===== src/rtl/swan_key_sched_seq_if.sv =====
// Subkey schedule handshake bundle: start/mode/key on the request side,
// valid/ready subkey stream plus status on the response side.
interface swan_key_sched_seq_if #(
  parameter int KEY_SIZE  = 256,
  parameter int SIDE_SIZE = 32,
  parameter int RW        = 6
);
  logic                 start;
  logic                 mode;
  logic [KEY_SIZE-1:0]  key_in;
  logic                 busy;
  logic                 sk_valid;
  logic                 sk_ready;
  logic [SIDE_SIZE-1:0] sk;
  logic [RW-1:0]        sk_round;
  logic                 sk_last;
  logic                 done;

  modport master (
    output start, mode, key_in, sk_ready,
    input  busy, sk_valid, sk, sk_round, sk_last, done
  );

  modport slave (
    input  start, mode, key_in, sk_ready,
    output busy, sk_valid, sk, sk_round, sk_last, done
  );
endinterface


===== src/rtl/swan_key_sched_seq.sv =====
// Sequential SWAN round-key generator: one subkey per handshake, forward or
// reverse order; reverse order fast-forwards from the master key first.
module swan_key_sched_seq #(
  parameter int          BLOCK_SIZE = 64,
  parameter int          KEY_SIZE   = 256,
  parameter int          ROUNDS     = 32,
  parameter int          PD         = 24,
  parameter logic [31:0] DELTA0     = 32'h9e3779b9,
  localparam int         SIDE_SIZE  = BLOCK_SIZE / 2,
  localparam int         RW         = $clog2(ROUNDS + 1)
) (
  input  logic                clk,
  input  logic                rst_n,
  swan_key_sched_seq_if.slave bus
);
  localparam logic [SIDE_SIZE-1:0] DELTA = SIDE_SIZE'(DELTA0);

  typedef enum logic [1:0] {IDLE, PRE, EMIT} state_t;

  state_t               state_q, state_d;
  logic [KEY_SIZE-1:0]  k_q;
  logic [SIDE_SIZE-1:0] d_q;
  logic [RW-1:0]        rnd_q;
  logic                 mode_q, done_q;
  logic                 sk_valid, sk_last, hs;

  function automatic logic [KEY_SIZE-1:0] rotr(input logic [KEY_SIZE-1:0] k);
    return (k >> PD) | (k << (KEY_SIZE - PD));
  endfunction

  function automatic logic [KEY_SIZE-1:0] rotl(input logic [KEY_SIZE-1:0] k);
    return (k << PD) | (k >> (KEY_SIZE - PD));
  endfunction

  // dn is the already-incremented delta D'
  function automatic logic [KEY_SIZE-1:0] f_key(input logic [KEY_SIZE-1:0] k,
                                                input logic [SIDE_SIZE-1:0] dn);
    logic [KEY_SIZE-1:0] r;
    r = rotr(k);
    r[SIDE_SIZE-1:0] = r[SIDE_SIZE-1:0] + dn;
    return r;
  endfunction

  function automatic logic [KEY_SIZE-1:0] b_key(input logic [KEY_SIZE-1:0] k,
                                                input logic [SIDE_SIZE-1:0] d);
    logic [KEY_SIZE-1:0] t;
    t = k;
    t[SIDE_SIZE-1:0] = t[SIDE_SIZE-1:0] - d;
    return rotl(t);
  endfunction

  always_ff @(posedge clk or negedge rst_n) begin
    if (!rst_n) state_q <= IDLE;
    else        state_q <= state_d;
  end

  always_comb begin
    state_d = state_q;
    case (state_q)
      IDLE: if (bus.start) state_d = bus.mode ? PRE : EMIT;
      PRE:  if (rnd_q == RW'(ROUNDS - 1)) state_d = EMIT;
      EMIT: if (hs && sk_last) state_d = IDLE;
      default: state_d = IDLE;
    endcase
  end

  always_comb begin
    sk_valid = (state_q == EMIT);
    sk_last  = sk_valid && (mode_q ? (rnd_q == RW'(1)) : (rnd_q == RW'(ROUNDS)));
  end

  assign hs           = sk_valid & bus.sk_ready;
  assign bus.busy     = (state_q != IDLE);
  assign bus.sk_valid = sk_valid;
  assign bus.sk_last  = sk_last;
  assign bus.sk       = k_q[SIDE_SIZE-1:0];
  assign bus.sk_round = rnd_q;
  assign bus.done     = done_q;

  // The final handshake also steps, so a decrypt run leaves (K,D) back at (key_in,0).
  always_ff @(posedge clk or negedge rst_n) begin
    if (!rst_n) begin
      k_q    <= '0;
      d_q    <= '0;
      rnd_q  <= '0;
      mode_q <= 1'b0;
      done_q <= 1'b0;
    end else begin
      done_q <= 1'b0;
      case (state_q)
        IDLE: if (bus.start) begin
          mode_q <= bus.mode;
          if (bus.mode) begin
            k_q   <= bus.key_in;
            d_q   <= '0;
            rnd_q <= '0;
          end else begin
            k_q   <= f_key(bus.key_in, DELTA);
            d_q   <= DELTA;
            rnd_q <= RW'(1);
          end
        end
        PRE: begin
          k_q   <= f_key(k_q, d_q + DELTA);
          d_q   <= d_q + DELTA;
          rnd_q <= (rnd_q == RW'(ROUNDS - 1)) ? RW'(ROUNDS) : rnd_q + RW'(1);
        end
        EMIT: if (hs) begin
          if (mode_q) begin
            k_q   <= b_key(k_q, d_q);
            d_q   <= d_q - DELTA;
            rnd_q <= rnd_q - RW'(1);
          end else begin
            k_q   <= f_key(k_q, d_q + DELTA);
            d_q   <= d_q + DELTA;
            rnd_q <= rnd_q + RW'(1);
          end
          if (sk_last) begin
            rnd_q  <= '0;
            done_q <= 1'b1;
          end
        end
        default: ;
      endcase
    end
  end
endmodule

===== src/flat_wrapper.sv =====
// flat-port wrapper written by rule: the top's interface ports become plain ports
module swan_key_sched_seq_flat 
#(
  parameter int          BLOCK_SIZE = 64,
  parameter int          KEY_SIZE   = 256,
  parameter int          ROUNDS     = 32,
  parameter int          PD         = 24,
  parameter logic [31:0] DELTA0     = 32'h9e3779b9,
  localparam int         SIDE_SIZE  = BLOCK_SIZE / 2,
  localparam int         RW         = $clog2(ROUNDS + 1)
)
  (clk, rst_n, bus_start, bus_mode, bus_key_in, bus_sk_ready, bus_busy, bus_sk_valid, bus_sk, bus_sk_round, bus_sk_last, bus_done);
  swan_key_sched_seq_if #(.KEY_SIZE(KEY_SIZE)) bus_i ();
  input  logic clk;
  input  logic rst_n;
  input wire logic [$bits(bus_i.start)-1:0] bus_start;
  input wire logic [$bits(bus_i.mode)-1:0] bus_mode;
  input wire logic [$bits(bus_i.key_in)-1:0] bus_key_in;
  input wire logic [$bits(bus_i.sk_ready)-1:0] bus_sk_ready;
  output wire logic [$bits(bus_i.busy)-1:0] bus_busy;
  output wire logic [$bits(bus_i.sk_valid)-1:0] bus_sk_valid;
  output wire logic [$bits(bus_i.sk)-1:0] bus_sk;
  output wire logic [$bits(bus_i.sk_round)-1:0] bus_sk_round;
  output wire logic [$bits(bus_i.sk_last)-1:0] bus_sk_last;
  output wire logic [$bits(bus_i.done)-1:0] bus_done;
  assign bus_i.start = bus_start;
  assign bus_i.mode = bus_mode;
  assign bus_i.key_in = bus_key_in;
  assign bus_i.sk_ready = bus_sk_ready;
  assign bus_busy = bus_i.busy;
  assign bus_sk_valid = bus_i.sk_valid;
  assign bus_sk = bus_i.sk;
  assign bus_sk_round = bus_i.sk_round;
  assign bus_sk_last = bus_i.sk_last;
  assign bus_done = bus_i.done;
  swan_key_sched_seq #(.BLOCK_SIZE(BLOCK_SIZE), .KEY_SIZE(KEY_SIZE), .ROUNDS(ROUNDS), .PD(PD), .DELTA0(DELTA0)) u_core (.clk(clk), .rst_n(rst_n), .bus(bus_i));
endmodule

===== config.mk =====
export PLATFORM = sky130hd
export DESIGN_NAME = swan_key_sched_seq_flat
export DESIGN_NICKNAME = d
export VERILOG_FILES = /design/src/rtl/swan_key_sched_seq_if.sv /design/src/rtl/swan_key_sched_seq.sv /design/src/flat_wrapper.sv
export SDC_FILE = /design/constraint.sdc
export NUM_CORES = 1
export LEC_CHECK = 0
export CORE_ASPECT_RATIO = 0.75
export CORE_UTILIZATION = 41
export CTS_CLUSTER_DIAMETER = 150
export DETAILED_ROUTE_END_ITERATION = 8
export PLACE_DENSITY_LB_ADDON = 0.15
export SYNTH_ARGS = -nofsm -noshare
export SYNTH_HDL_FRONTEND = slang
export SYNTH_SLANG_ARGS = --single-unit

===== constraint.sdc =====
create_clock -name clk -period 5.2 [get_ports clk]
set_input_delay 1.04 -clock clk [delete_from_list [all_inputs] [get_ports clk]]
set_output_delay 1.04 -clock clk [all_outputs]
set_load 0.1 [all_outputs]

Word-level counts from Yosys, hierarchy flattened:

Index checks and enable logic that the tools add are counted.

* register bits after elaboration: 298
* input port bits: 261
* output and inout bits: 42
* logic and storage cells: 60

* add/subtract/negate cells: 7
* equality and inequality tests: 9
* muxes and demuxes: 26
* bitwise gates (word level): 4
* reduce and logical (&&, ||, !) cells: 8

Operator list (number)
* 256-bit two-way mux: 4
* 256-bit case mux with 3 select lines: 1
* 232-bit by 256-bit OR with 256-bit output: 2
* 256-bit by 24-bit OR with 256-bit output: 1
* 32-bit two-way mux: 4
* 32-bit case mux with 3 select lines: 1
* 32-bit adder (second input constant): 2
* 32-bit adder: 1
* 32-bit subtractor: 1
* 32-bit subtractor (second input constant): 1
* 6-bit two-way mux: 5
* 6-bit case mux with 3 select lines: 1
* 2-bit two-way mux: 4
* 6-bit by 1-bit adder with 6-bit output (second input constant): 1
* 6-bit by 1-bit equality test with 1-bit output (second input constant): 1
* 6-bit by 5-bit equality test with 1-bit output (second input constant): 1
* 6-bit equality test (second input constant): 1
* 2-bit != test (second input constant): 3
* 2-bit case mux with 3 select lines: 1
* 3-bit AND reduction: 2
* 6-bit by 1-bit subtractor with 6-bit output (second input constant): 1
* 1-bit two-way mux: 5
* 3-bit nonzero test: 1
* 2-bit by 1-bit equality test with 1-bit output (second input constant): 1
* other kinds (7): 8

Depth between registers and ports, before layout:

Gate-level depths: netlist of the first run.

* depth after elaboration: 6
* gate-level depth with buffers: 19
* gate-level depth less buffers: 18

Worst setup path after synthesis of the first run:

No wires, ideal clock.

* kind: register to register
* start: reg u_core.d_q[0]
* end: reg u_core.k_q[28]
* library setup time: 0.066 ns
* data arrival time: 3.954 ns
* required time: 5.134 ns
* setup slack: 1.180 ns
* stages on the path, launching flop included: 18
* buffers on the path: 1
* clock period less this slack: 4.020 ns
* cell sequence: dfrtp_1 buf_2 a311o_1 o21ai_1 nand3_1 nand2_1 xnor2_1 ha_1 a211oi_2 nand2_1 or3_4 a2111oi_4 a41o_1 nor2_1 and3_4 or3_1 a21oi_1 o32a_1

* word-level cells in the longest chain between the ends: 5
* elaborated cells between the ends (all ways): 7
* classes of those cells: add/sub: 3; mux: 3; bitwise: 1

RTL lines
* start: declaration: RTL line swan_key_sched_seq.sv:22 `logic [SIDE_SIZE-1:0] d_q;`
* start signal: assignment: RTL line swan_key_sched_seq.sv:105 `d_q <= d_q + DELTA;`
* start signal: assignment: RTL line swan_key_sched_seq.sv:111 `d_q <= d_q - DELTA;`
* start signal: assignment: RTL line swan_key_sched_seq.sv:115 `d_q <= d_q + DELTA;`
* 32-bit adder / 32-bit subtractor (equally long branches): RTL line swan_key_sched_seq.sv:104, swan_key_sched_seq.sv:114, swan_key_sched_seq.sv:48
* 32-bit adder / 256-bit by 24-bit OR with 256-bit output (equally long branches): RTL line swan_key_sched_seq.sv:40, swan_key_sched_seq.sv:32
* 256-bit two-way mux: RTL line swan_key_sched_seq.sv:109 `if (mode_q) begin`
* 256-bit two-way mux: RTL line swan_key_sched_seq.sv:108 `EMIT: if (hs) begin`
* 256-bit case mux with 3 select lines (*): RTL line swan_key_sched_seq.sv:90 `case (state_q)`
* end signal: assignment: RTL line swan_key_sched_seq.sv:94 `k_q <= bus.key_in;`
* end signal: assignment: RTL line swan_key_sched_seq.sv:110 `k_q <= b_key(k_q, d_q);`
* end signal: assignment: RTL line swan_key_sched_seq.sv:114 `k_q <= f_key(k_q, d_q + DELTA);`
* end: declaration: RTL line swan_key_sched_seq.sv:21 `logic [KEY_SIZE-1:0] k_q;`

Every way passes the cells marked *; elsewhere a longest branch is shown, timed or not. The select of a mux whose other input is x is not followed.
A chain may end at the register's enable or synchronous reset.

Final worst setup path of the first run:

Same ends and word-level chain as after synthesis.

==> results of run 1 <==
[registers in the layout, summed over array words and instances (netlist names)]
| register | cells |
|---|---|
| u_core.d_q | 32 |
| u_core.mode_q | 1 |
| u_core.bus.done | 1 |
| u_core.bus.sk_round | 6 |
| u_core.state_q | 2 |
| u_core.k_q | 256 |
[critical path: cells and delay by family, from the launching register on]
kind | cells | cell delay, ns
AOI/OAI and AO/OA | 7 | 2.04
and+or+nand+nor | 7 | 1.54
adders and majority gates | 2 | 0.60
DFF | 1 | 0.49
xor gates and xnor gates | 1 | 0.14
[cell usage after synthesis (9+ instances only)]
master / count
a211oi_1: 218
a21o_1: 35
a21oi_1: 121
a221o_1: 12
a221oi_1: 230
a22oi_1: 10
a311oi_1: 9
a31oi_1: 22
and2_1: 13
buf_1: 20
buf_4: 32
clkbuf_1: 246
dfrtp_1: 298
ha_1: 79
inv_1: 53
mux2_2: 11
mux2i_1: 20
nand2_1: 345
nand2b_1: 19
nand3_1: 46
nand4_1: 10
nor2_1: 132
nor2b_1: 220
nor3_1: 37
o211ai_1: 14
o21a_1: 12
o21ai_0: 140
o21ai_1: 17
o221ai_1: 10
o22ai_1: 20
o31ai_1: 216
or2_2: 9
xnor2_1: 71
xor2_1: 35
[metal layers]
layer  part of all wire, %  up-vias  global-route usage [%]
met4                   2.4        2                   9.497
met5                 0.010        -                       0
met1                    45    12730                   59.41
li1                      -    11200                       -
met3                    12      162                   11.30
met2                    40     1574                   54.25
[area by class of cell]
| cell class | instances | area (um2) |
|---|---|---|
| Antenna cell | 3 | 7.507 |
| Clock buffer | 53 | 1056 |
| Clock inverter | 13 | 130.1 |
| Fill cell | 5536 | 29020 |
| Inverter | 57 | 219.0 |
| Multi-Input combinational cell | 2241 | 14920 |
| Sequential cell | 298 | 7457 |
| Tap cell | 780 | 975.9 |
| Timing Repair Buffer | 363 | 3649 |
[through the flow]
step | hold WS, ns | utilization, % | instance area [um2]
2_1_floorplan | 0.4704 | - | 23810
4_1_cts | 0.5065 | 49.45 | 28400
5_1_grt | 0.5126 | 49.46 | 28410
3_5_place_dp | 0.4965 | 47.38 | 27210
3_3_place_gp | 0.4918 | 47.38 | 27210
6_report | 0.4431 | 49.47 | 28410
[cells by family after synthesis]
logic type      Yosys count  synth area share (%)
compound gates         1156                 35.34
buf+inv                 357                 6.169
fa+ha+maj                81                 4.320
flops                   298                 31.32
mux                      31                 1.361
simple gates            865                 17.45
xor+xnor                108                 4.036
[repair_timing]
action                                 4_1_cts  5_1_grt
gates resized for setup                      0        1
endpoints found under the hold margin        0        0
setup endpoints to repair                    0        1
buffers inserted                             0        0
[how the worst max path moves through the flow]
stage                          end  slack, ns  depth (start not counted)
global placement    u_core.k_q[28]       0.44                         17
floorplan           u_core.k_q[28]       1.18                         17
finish              u_core.k_q[28]       0.35                         17
CTS                 u_core.k_q[28]       0.44                         17
global route        u_core.k_q[28]      0.002                         17
detailed placement  u_core.k_q[21]       0.46                         15
==> results.md, run 1 <==
- Vias in the first global route: approximately 23000
- Final cell count without fillers: 3808
- Detailed Routing Iterations Pass 1: 6
- Critical R2R Launch: u_core.d_q[0]
- Initial core utilization: 41.45%
- Async SR Flop Fraction: 100.0%
- Critical Path Sink Type: register
- CP Max Fanout: 11
- Final setup fails: 0
- Die Y: approximately 210 um
- Core ar.: 57440 um2
- Fraction of layout cells with a size suffix above 1: 5.686%
- Residual DRC: 0
- Tot GR Track Use: approximately two fifths
- H-tree depth: 2
- Startpoint types: register
- Largest net degree at the start of global routing: 240
- Avg WL per Cell: 31.19 um
- Synth top area share: 31.32%
- Achievable Freq: between 0.2 and 0.25 GHz
- Root Buffer: clkbuf_16
- R2R setup slack: 0.35 ns
- Layout Skew: 0.02420 ns
- Max incr delay on CP: about 0.49 ns
- Sequential share of the synthesized area: 31.32%
- DIE AREA: ~59000 um2
- Hold WC Path Type: in2async
- Ys flop type: dfrtp_1
- Final period util: 93.32%
- Mapped Cells: about 2900
- Clock buffer depth: 3
- Die W: 280.3 um
- Cells along the critical path: ha_1 -> a2111o_1 -> a211o_1 -> and2_1 -> nor2_1 -> xnor2_1 -> ha_1 -> or2_2 -> a31oi_1 -> o21ai_1 -> o22ai_1 -> and2_1 -> nor2_1 -> and3_4 -> or3_1 -> a21oi_1 -> o32a_1
- DRT Wirelength: around 120000 um
- CP arrival: 5.37 ns
- Critical path class: reg2reg
- Count of nets after finishing: approximately 3300
- Slew Limit Fails: 0
- Setup TNS: 0 ns
- RSZ-0062 raised after global routing: false
- Mapped cell area: approximately 24000 um2
- Most common cell after layout, fill and taps aside: nand2_1
- Final Hold Fails: 0
- Reg2Reg Capture Point: u_core.k_q[28]
- Initial antenna violation count: 8
- Post-CTS Hold Fix Bufs: 0
- Drt initial violations: 3656
- Post-synth top area cell: dfrtp_1
- Slew headroom: 21.23%
- GRT Residual Overflow: 0
- CP required: 5.72 ns
- Standard-cell row count: 76
- Commonest non-fill, non-tap cells in the layout: 345 x nand2_1, 298 x clkdlybuf4s50_1, 298 x dfrtp_1, 230 x a221oi_1, 220 x nor2b_1
- Fin crit period: 4.853 ns
- Mapped Nets: 3238
- Synth Area per Inst: 8.221 um2
- Gpl congestion: 0.9961
- Vias per cell: 6.740
- Pre-CTS setup slack: 0.4647 ns
- Critical path's slowest cell: dfrtp_1
- Worst setup margin: 0.3471 ns
- # clock sinks: 298
- Antenna viol nets, final: 0
- Vias: approximately 26000
- Post-synth EDFFs: 0
- Clock buffer count from CTS: 37
- Max-cap violations: 0
- Clk Latency, worst-skew pair: about 0.6 ns
- Netlist cell types: a little over 80
- Global-route wire length before repair: 168600 um
- Area growth syn-to-layout: 19.34%
- Port buffer count: 302
- Io pins: 303
- Synth Warn #: 0
- Status: completed
- Setup crit start: u_core.d_q[0]
- Final HPWL from detailed placement: between 80000 and 90000 um
- Synth area leaders: dfrtp_1 31%, a221oi_1 8.5%, a211oi_1 6.9%
- CTS tree: done
- Worst-Margin Slew: 1.182 ns
- Synthesis-stage register bit count: just under 300
- DP Cell Count: 3739
- Clk slew on worst S/H paths: roughly 0.060 ns
- Reg2reg path depth: 17
Power of run 1 is not shown: default switching activity piles up to over one toggle a cycle in this logic, so the estimate is an artifact.
==> run 2, diff against run 1 <==
--- a/config.mk
+++ b/config.mk
@@ -6,9 +6,10 @@
 export NUM_CORES = 1
 export LEC_CHECK = 0
 export CORE_ASPECT_RATIO = 0.75
-export CORE_UTILIZATION = 41
+export CORE_UTILIZATION = 40
 export CTS_CLUSTER_DIAMETER = 150
 export DETAILED_ROUTE_END_ITERATION = 8
+export HOLD_SLACK_MARGIN = 0.12
 export PLACE_DENSITY_LB_ADDON = 0.15
 export SYNTH_ARGS = -nofsm -noshare
 export SYNTH_HDL_FRONTEND = slang
==> run 2 against run 1 <==
  * Design area decreased by 0.49%
  * Utilization is 1.4 points lower
  * Worst setup slack better by 0.051 ns
  * Clock-buffer cell count is 1 higher
  * Critical path depth increased by 1
  * Clock skew fell by 0.0062 ns
  * Die area increased by 2.5%
  * Hold slack better by 0.022 ns
  * Register-to-register slack improved by 0.05 ns
  * Non-clock buffer count fell by 9
  * Critical path type unchanged
  * Critical endpoint is now u_core.k_q[31]
==> results.md, run 2 (synthesis gave the netlist of run 1 again) <==
- Status: completed (unchanged)
- Fin crit period: 4.802 ns (was 4.853 ns)
- Antenna viol nets, final: 0 (unchanged)
- R2R setup slack: 0.40 ns (was 0.35 ns)
- Slew headroom: 27.85% (was 21.23%)
- Fillers: 5696 (was 5536)
- Reg2Reg Capture Point: u_core.k_q[31] (was u_core.k_q[28])
- Die W: 283.7 um (was 280.3 um)
- Achievable Freq: 0.2082 GHz (was 0.2061 GHz)
- Worst-Margin Slew: 1.078 ns (was 1.182 ns)
- H-tree depth: 2 (unchanged)
- Fin area: 28270 um2 (was 28410 um2)
- CP required: 5.65 ns (was 5.72 ns)
- Most common cell after layout, fill and taps aside: nand2_1 (unchanged)
- Io pins: 303 (unchanged)
- Initial core utilization: 40.45% (was 41.45%)
- Setup crit start: u_core.d_q[0] (unchanged)
- Reg2reg path depth: 18 (was 17)
- Root Buffer: clkbuf_16 (unchanged)
- Standard-cell row count: 77 (was 76)
- Pre-CTS setup slack: 0.4775 ns (was 0.4647 ns)
- DRT Wirelength: 118500 um (was 118800 um)
- Commonest non-fill, non-tap cells in the layout: 345 x nand2_1, 299 x clkdlybuf4s50_1, 298 x dfrtp_1, 230 x a221oi_1, 220 x nor2b_1 (was 345 x nand2_1, 298 x clkdlybuf4s50_1, 298 x dfrtp_1, 230 x a221oi_1, 220 x nor2b_1)
- Drt initial violations: 4033 (was 3656)
- Critical path class: reg2reg (unchanged)
- Final HPWL from detailed placement: 87860 um (was 88460 um)
- Avg WL per Cell: 31.15 um (was 31.19 um)
- Max reg flops: 256 (unchanged)
- Tot GR Track Use: 38.30% (was 39.39%)
- Clock buffer depth: 3 (unchanged)
- Vias per cell: 6.734 (was 6.740)
- Vias in the first global route: 23340 (was 23220)
- CTS tree: done (unchanged)
- Global-route wire length before repair: 168600 um (about the same)
- # clock sinks: 298 (unchanged)
- Biggest register: u_core.k_q (unchanged)
- Critical Path Sink Type: register (unchanged)
- Fraction of layout cells with a size suffix above 1: 5.179% (was 5.686%)
- Worst setup margin: 0.3978 ns (was 0.3471 ns)
- Clk Latency, worst-skew pair: 0.58 ns (was 0.59 ns)
- Final setup fails: 0 (unchanged)
- DIE AREA: 60510 um2 (was 59050 um2)
- GRT Residual Overflow: 0 (unchanged)
- Port buffer count: 302 (unchanged)
- Vias: 25610 (was 25670)
- Residual DRC: 0 (unchanged)
- CP Max Fanout: 11 (unchanged)
- Critical R2R Launch: u_core.d_q[0] (unchanged)
- Core ar.: 58870 um2 (was 57440 um2)
- Clk slew on worst S/H paths: 0.05 ns (was 0.06 ns)
- Count of nets after finishing: 3331 (was 3340)
- Crit path capture: u_core.k_q[31] (was u_core.k_q[28])
- Layout Skew: 0.01802 ns (was 0.02420 ns)
- Slew Limit Fails: 0 (unchanged)
- Placed Area: 27110 um2 (was 27210 um2)
- Final period util: 92.35% (was 93.32%)
- Initial antenna violation count: 12 (was 8)
- Final Hold Fails: 0 (unchanged)
- Max-cap violations: 0 (unchanged)
- Die Y: 213.3 um (was 210.7 um)
- Largest net degree at the start of global routing: 210 (was 240)
- Hold WC Path Type: in2async (unchanged)
- Startpoint types: register (unchanged)
- Gpl congestion: 0.9864 (was 0.9961)
- Detailed Routing Iterations Pass 1: 8 (was 6)
- Area growth syn-to-layout: 18.76% (was 19.34%)
- CP arrival: 5.25 ns (was 5.37 ns)
- Postcts setup bufs: 0 (unchanged)
- Clock buffer count from CTS: 37 (unchanged)
- Setup TNS: 0 ns (unchanged)
- RSZ-0062 raised after global routing: false (unchanged)
==> run 2: cell count changes in the layout (fill, tap and decap cells not counted), moves of 2 or more <==
cell / delta
clkbuf_1: +2
inv_6: +2
clkinv_2: -7
diode_2: -2
buf_4: -6
buf_12: -4
==> run 2: repair_timing <==
action / in CTS / in global routing
endpoints found under the setup margin: 0 / 1
gates resized for setup: 0 / 1
hold buffers: 0 / 0
==> run 2: worst min path at each step <==
| stage | depth (start not counted) | startpoint | endpoint |
|---|---|---|---|
| floorplan | 2 | u_core.k_q[233] | u_core.k_q[233] |
| global placement | 2 | u_core.k_q[110] | u_core.k_q[110] |
| detailed placement | 2 | u_core.k_q[113] | u_core.k_q[113] |
| CTS | 1 | rst_n | u_core.d_q[2] |
| global route | 1 | rst_n | u_core.d_q[2] |
| finish | 1 | rst_n | u_core.d_q[3] |
==> run 2: worst max-delay path: stages (launching register included) <==
cell      delay, ns
dfrtp_1        0.48
ha_1           0.29
a2111o_1       0.50
a211o_1        0.42
a21o_1         0.32
a21oi_2        0.24
o21ai_2        0.12
xnor2_1        0.18
ha_1           0.38
nand2_1        0.12
or2_2          0.34
a21oi_1        0.16
nor2b_1        0.06
o21ai_0        0.33
nand3b_1       0.16
o21ai_0        0.09
xnor2_1        0.15
a221oi_1       0.25
nor2_1         0.07
==> run 2: metrics by stage <==
stage / utilization, % / hold slack (ns) / instances
final: 48.03 / 0.4649 / 3803
after global routing: 48.03 / 0.5330 / 3802
after CTS: 48.02 / 0.5109 / 3802
after detailed placement: 46.06 / 0.4994 / 3740
after global placement: 46.06 / 0.4953 / 3740
after floorplan: - / 0.4704 / 2896
==> run 2: layout make-up <==
class,count,area (um2),area share (%)
Inverter,57,219.0,0.7744
Timing Repair Buffer,354,3533,12.50
Antenna cell,1,2.502,0.008850
Clock buffer,54,1050,3.713
Multi-Input combinational cell,2241,14920,52.77
Tap cell,790,988.4,3.496
Clock inverter,8,105.1,0.3717
Sequential cell,298,7457,26.37
==> run 2: routing by layer <==
metal | track usage, % | wire length [um]
met3 | 10.10 | 13940
met5 | 0 | 50
met1 | 57.44 | 53790
met2 | 53.78 | 47960
met4 | 9.096 | 2724
Power of run 2 is left out for the same reason.
==> variant 1, RTL diff (flow settings as in run 2) <==
Encoding of `state_t`: now one-hot (3 bits for 3 states).
--- a/src/rtl/swan_key_sched_seq.sv
+++ b/src/rtl/swan_key_sched_seq.sv
@@ -15,7 +15,7 @@
 );
   localparam logic [SIDE_SIZE-1:0] DELTA = SIDE_SIZE'(DELTA0);
 
-  typedef enum logic [1:0] {IDLE, PRE, EMIT} state_t;
+  typedef enum logic [2:0] {IDLE = 3'b001, PRE = 3'b010, EMIT = 3'b100} state_t;
 
   state_t               state_q, state_d;
   logic [KEY_SIZE-1:0]  k_q;
Check against the original RTL: no difference found for any inputs over 4 cycles, from zero or initial values and one cycle with rst_n low; so few cycles prove little.
==> variant 1 against run 2 <==
Cell area decreased by 1.1%. Area after synthesis down 3.0%. Setup slack better by 52 ps. Sequential cell count is 1 higher. Wire length shrank 6.4%. Worst hold slack got worse by 39 ps. Die area down 3.0%. Via count down 4.7%. Count of clock-buffer cells in the layout unchanged. Critical endpoint is now u_core.k_q[28].
==> variant 1: results (changes against run 2) <==
- HPWL after DPL: 84.5 mm (-3.8%)
- Non-CTS inverters: 58 (+1.8%)
- 1st-iter DRT viols: 3310 (-18%)
- Unique cell type count in the Yosys netlist: 90 (+11%)
- FMAX: 211 MHz (+1.1%)
- Vias/cell: 6.44 (-4.4%)
- Number of global-route vias before repair: 22.4k (-4.0%)
- Drt total wl: 111 mm (-6.4%)
- Met3 WL: 13.2 mm (-5.6%)
- CP max stage delay: 530 ps (+30 ps)
- M1 WL: 49.5 mm (-7.9%)
- Routability congestion estimate: 1.04 (+5.2%)
- Non-clk bufs: 353 (-0.28%)
- Largest net degree at the start of global routing: 175 (-17%)
- Top post-synthesis cells by area: dfrtp_1 (32%), mux2i_1 (9.6%), nor2_1 (9.2%)
- CP endpoint: u_core.k_q[28]
- Multi-In Gates: 2243 (+0.089%)
- Worst path arrival time: 5240 ps (about the same)
- Via count: 24.4k (-4.7%)
- GRT Overall Usage: 36.8% (-1.5 points)
- ANT cells: 2 (+1)
- Outcome: complete, no violations
- Fillers: 5445 (-4.4%)
- First-pass GRT wire length: 157 mm (-6.8%)
- Headroom to the max-slew limit: 17.7% (-10 points)
- Syn_area_per_cell: 8.11 um^2 (-1.4%)
- Syn_nets: 3188 (-1.5%)
- Signal buf overhead: 12.9% (+0.38 points)
- Sequential cell area share: 26.8% (+0.38 points)
- Share of cells above drive strength 1: 5.40% (+0.22 points)
- Fraction of area in multi-input gates: 51.4% (-1.4 points)
- Iteration count of the initial detailed-routing pass: 7 (-1)
- Synth top cells by count: nor2_1 (569), a21oi_1 (366), dfrtp_1 (298), a221oi_1 (242), mux2i_1 (221)
[variant 1: worst min path at each step]
stage,to,slack [ps],depth (start not counted)
2_1_floorplan,u_core.k_q[45],480,2
3_3_place_gp,u_core.d_q[24],540,2
3_5_place_dp,u_core.d_q[28],550,2
4_1_cts,u_core.d_q[29],460,1
5_1_grt,u_core.d_q[29],480,1
6_report,u_core.d_q[25],430,1
[variant 1: logic make-up (layout without fill, tap and decap cells)]
family          Yosys count  count (layout)  share of synthesized area [%]
mux                     234             234                           10.2
buf+inv                 307             479                           5.56
simple gates            832             832                           14.7
xor+xnor                116             116                           4.40
flops                   299             299                           32.4
other cells               0               2                              0
compound gates          983             983                           28.4
fa+ha+maj                78              78                           4.29
[variant 1: per-layer routing]
layer	GRT usage, %	vias to the layer above
li1	-	10803
met5	1.16	-
met4	8.14	6
met3	11.4	146
met2	52.5	1370
met1	53.7	12087
==> variant 2, RTL diff (config.mk and constraints of run 2) <==
Without the edit above. `KEY_SIZE` is set to 256 in 3 places; all go to 128.
--- a/src/rtl/swan_key_sched_seq_if.sv
+++ b/src/rtl/swan_key_sched_seq_if.sv
@@ -1,7 +1,7 @@
 // Subkey schedule handshake bundle: start/mode/key on the request side,
 // valid/ready subkey stream plus status on the response side.
 interface swan_key_sched_seq_if #(
-  parameter int KEY_SIZE  = 256,
+  parameter int KEY_SIZE  = 128,
   parameter int SIDE_SIZE = 32,
   parameter int RW        = 6
 );
--- a/src/rtl/swan_key_sched_seq.sv
+++ b/src/rtl/swan_key_sched_seq.sv
@@ -2,7 +2,7 @@
 // reverse order; reverse order fast-forwards from the master key first.
 module swan_key_sched_seq #(
   parameter int          BLOCK_SIZE = 64,
-  parameter int          KEY_SIZE   = 256,
+  parameter int          KEY_SIZE   = 128,
   parameter int          ROUNDS     = 32,
   parameter int          PD         = 24,
   parameter logic [31:0] DELTA0     = 32'h9e3779b9,
--- a/src/flat_wrapper.sv
+++ b/src/flat_wrapper.sv
@@ -2,7 +2,7 @@
 module swan_key_sched_seq_flat 
 #(
   parameter int          BLOCK_SIZE = 64,
-  parameter int          KEY_SIZE   = 256,
+  parameter int          KEY_SIZE   = 128,
   parameter int          ROUNDS     = 32,
   parameter int          PD         = 24,
   parameter logic [31:0] DELTA0     = 32'h9e3779b9,
Interface: changed (resized bus_key_in); port bits go from 303 to 175. No check against the original RTL was run, so the function may have changed too.
==> variant 2 against run 2 <==
Die area decreased by 33%. Worst hold slack improved by 59 ps. Critical path depth decreased by 2. Via count decreased by 35%. Cell area decreased by 35%. Setup slack got worse by 130 ps. Area after synthesis decreased by 33%. Count of clock-buffer cells in the layout decreased by 36. Sequential cell count decreased by 128. Global-route usage decreased by 5.5 points. Wire length decreased by 44%. Critical path type unchanged. Critical endpoint unchanged.
Power is left out: the tool's default activity adds up to more than one toggle a clock period on the data nets, which glitch-free logic cannot reach.
==> variant 2: results (changes against run 2) <==
- Outcome: complete, no violations
- Worst min path class: flip-flop to flip-flop
- PortBufs: 174 (-42%)
- HPWL after DPL: 49.4 mm (-44%)
- Worst-path fanout max: 7 (-4)
- Met2 WL: 28.2 mm (-41%)
- Vias/cell: 6.52 (-3.2%)
- # nets final: 2259 (-32%)
- Iteration count of the initial detailed-routing pass: 6 (-2)
- Top post-synthesis cells by area: dfrtp_1 (27%), ha_1 (6.2%), a221oi_1 (5.8%)
- Synth Area in Compound Gates: 34.0% (-1.4 points)
- Placed cell count: 2539 (-32%)
- Seq/Total Area, Yosys: 26.8% (-4.5 points)
- Met3 WL: 6.14 mm (-56%)
- Area leader, netlist: dfrtp_1
- Clk slew on worst S/H paths: 80 ps (+30 ps)
- Number of global-route vias before repair: 15.4k (-34%)
- Largest register FFs: 128 (-50%)
- 1st-iter DRT viols: 2203 (-45%)
- H-tree depth: 4 (+2)
- Mux contribution to synthesized area: 2.75% (+1.4 points)
- Top cell type's share of synthesized area: 26.8% (-4.5 points)
- Biggest register: u_core.k_q
- Routability congestion estimate: 0.984 (-0.26%)
- Warnings, synthesis: 0 (unchanged)
- Largest net degree at the start of global routing: 166 (-21%)
- Clock Skews: 14.0 ps (-4.06 ps)
- Worst path arrival time: 5280 ps (+30 ps)
- CTS Buf Count: 17 (-54%)
- ANT cells: 0 (-1)
- Resized cells post-CTS: 0 (unchanged)
- Initial antenna violation count: 2 (-10)
- Max layer used: met4
- CP max stage delay: 580 ps (+80 ps)
- Synth top cells by count: nand2_1 (224), dfrtp_1 (170), a21oi_1 (135), o21ai_0 (134), clkbuf_1 (131)
- Worst Tran Pin Value: 1000 ps (-74.3 ps)
- GRT Overall Usage: 32.8% (-5.5 points)
- Met3 usage: 7.02% (-3.1 points)
- Slowest cell on crit path: or4_1
- Syn_nets: 2223 (-31%)
- M2 GR Usage: 47.6% (-6.2 points)
- Via count: 16.8k (-35%)
- Post-Synth Adder-Cell Area: 6.40% (+2.1 points)
- Met1 Use GR: 46.7% (-11 points)
- First-pass GRT wire length: 99.0 mm (-41%)
- Xor/xnor cell area share of the yosys netlist: 5.52% (+1.5 points)
- Worst-Skew Late Latency: 470 ps (-110 ps)
- Area after DPL: 0.0178 mm^2 (-34%)
- Unique cell type count in the Yosys netlist: 78 (-3.7%)
- Share of cells above drive strength 1: 5.10% (-0.080 points)
- Clock Tree Buf Depth: 2 (-1)
- Syn_area_per_cell: 7.89 um^2 (-4.0%)
- Drt total wl: 66.7 mm (-44%)
- Pre-CTS setup slack: 350 ps (-128 ps)
- M1 WL: 29.8 mm (-45%)
==> variant 2: cell type report <==
| type | instances | area, um^2 |
|---|---|---|
| Sequential cell | 170 | 4250 |
| Fill cell | 3803 | 20400 |
| Tap cell | 512 | 641 |
| Multi-Input combinational cell | 1595 | 10600 |
| Clock inverter | 14 | 145 |
| Inverter | 55 | 208 |
| Timing Repair Buffer | 207 | 2080 |
| Clock buffer | 18 | 439 |
==> variant 2: worst paths after layout <==
kind / depth (start not counted) / slack (ps) / to
worst min register to register: 2 / 520 / u_core.k_q[113]
max in group asynchronous: 2 / 3660 / u_core.k_q[29]
worst max register to register: 16 / 270 / u_core.k_q[31]
min in group asynchronous: 1 / 580 / u_core.k_q[5]
worst min-delay path: 2 / 520 / u_core.k_q[113]
worst max-delay path: 16 / 270 / u_core.k_q[31]
==> variant 2: worst register-to-register path: cells and delay by family (launching register included) <==
family	cells	cell delay [ps]
fa+ha+maj	2	690
simple gates	3	870
compound gates	10	2650
flops	1	450
xor+xnor	1	170
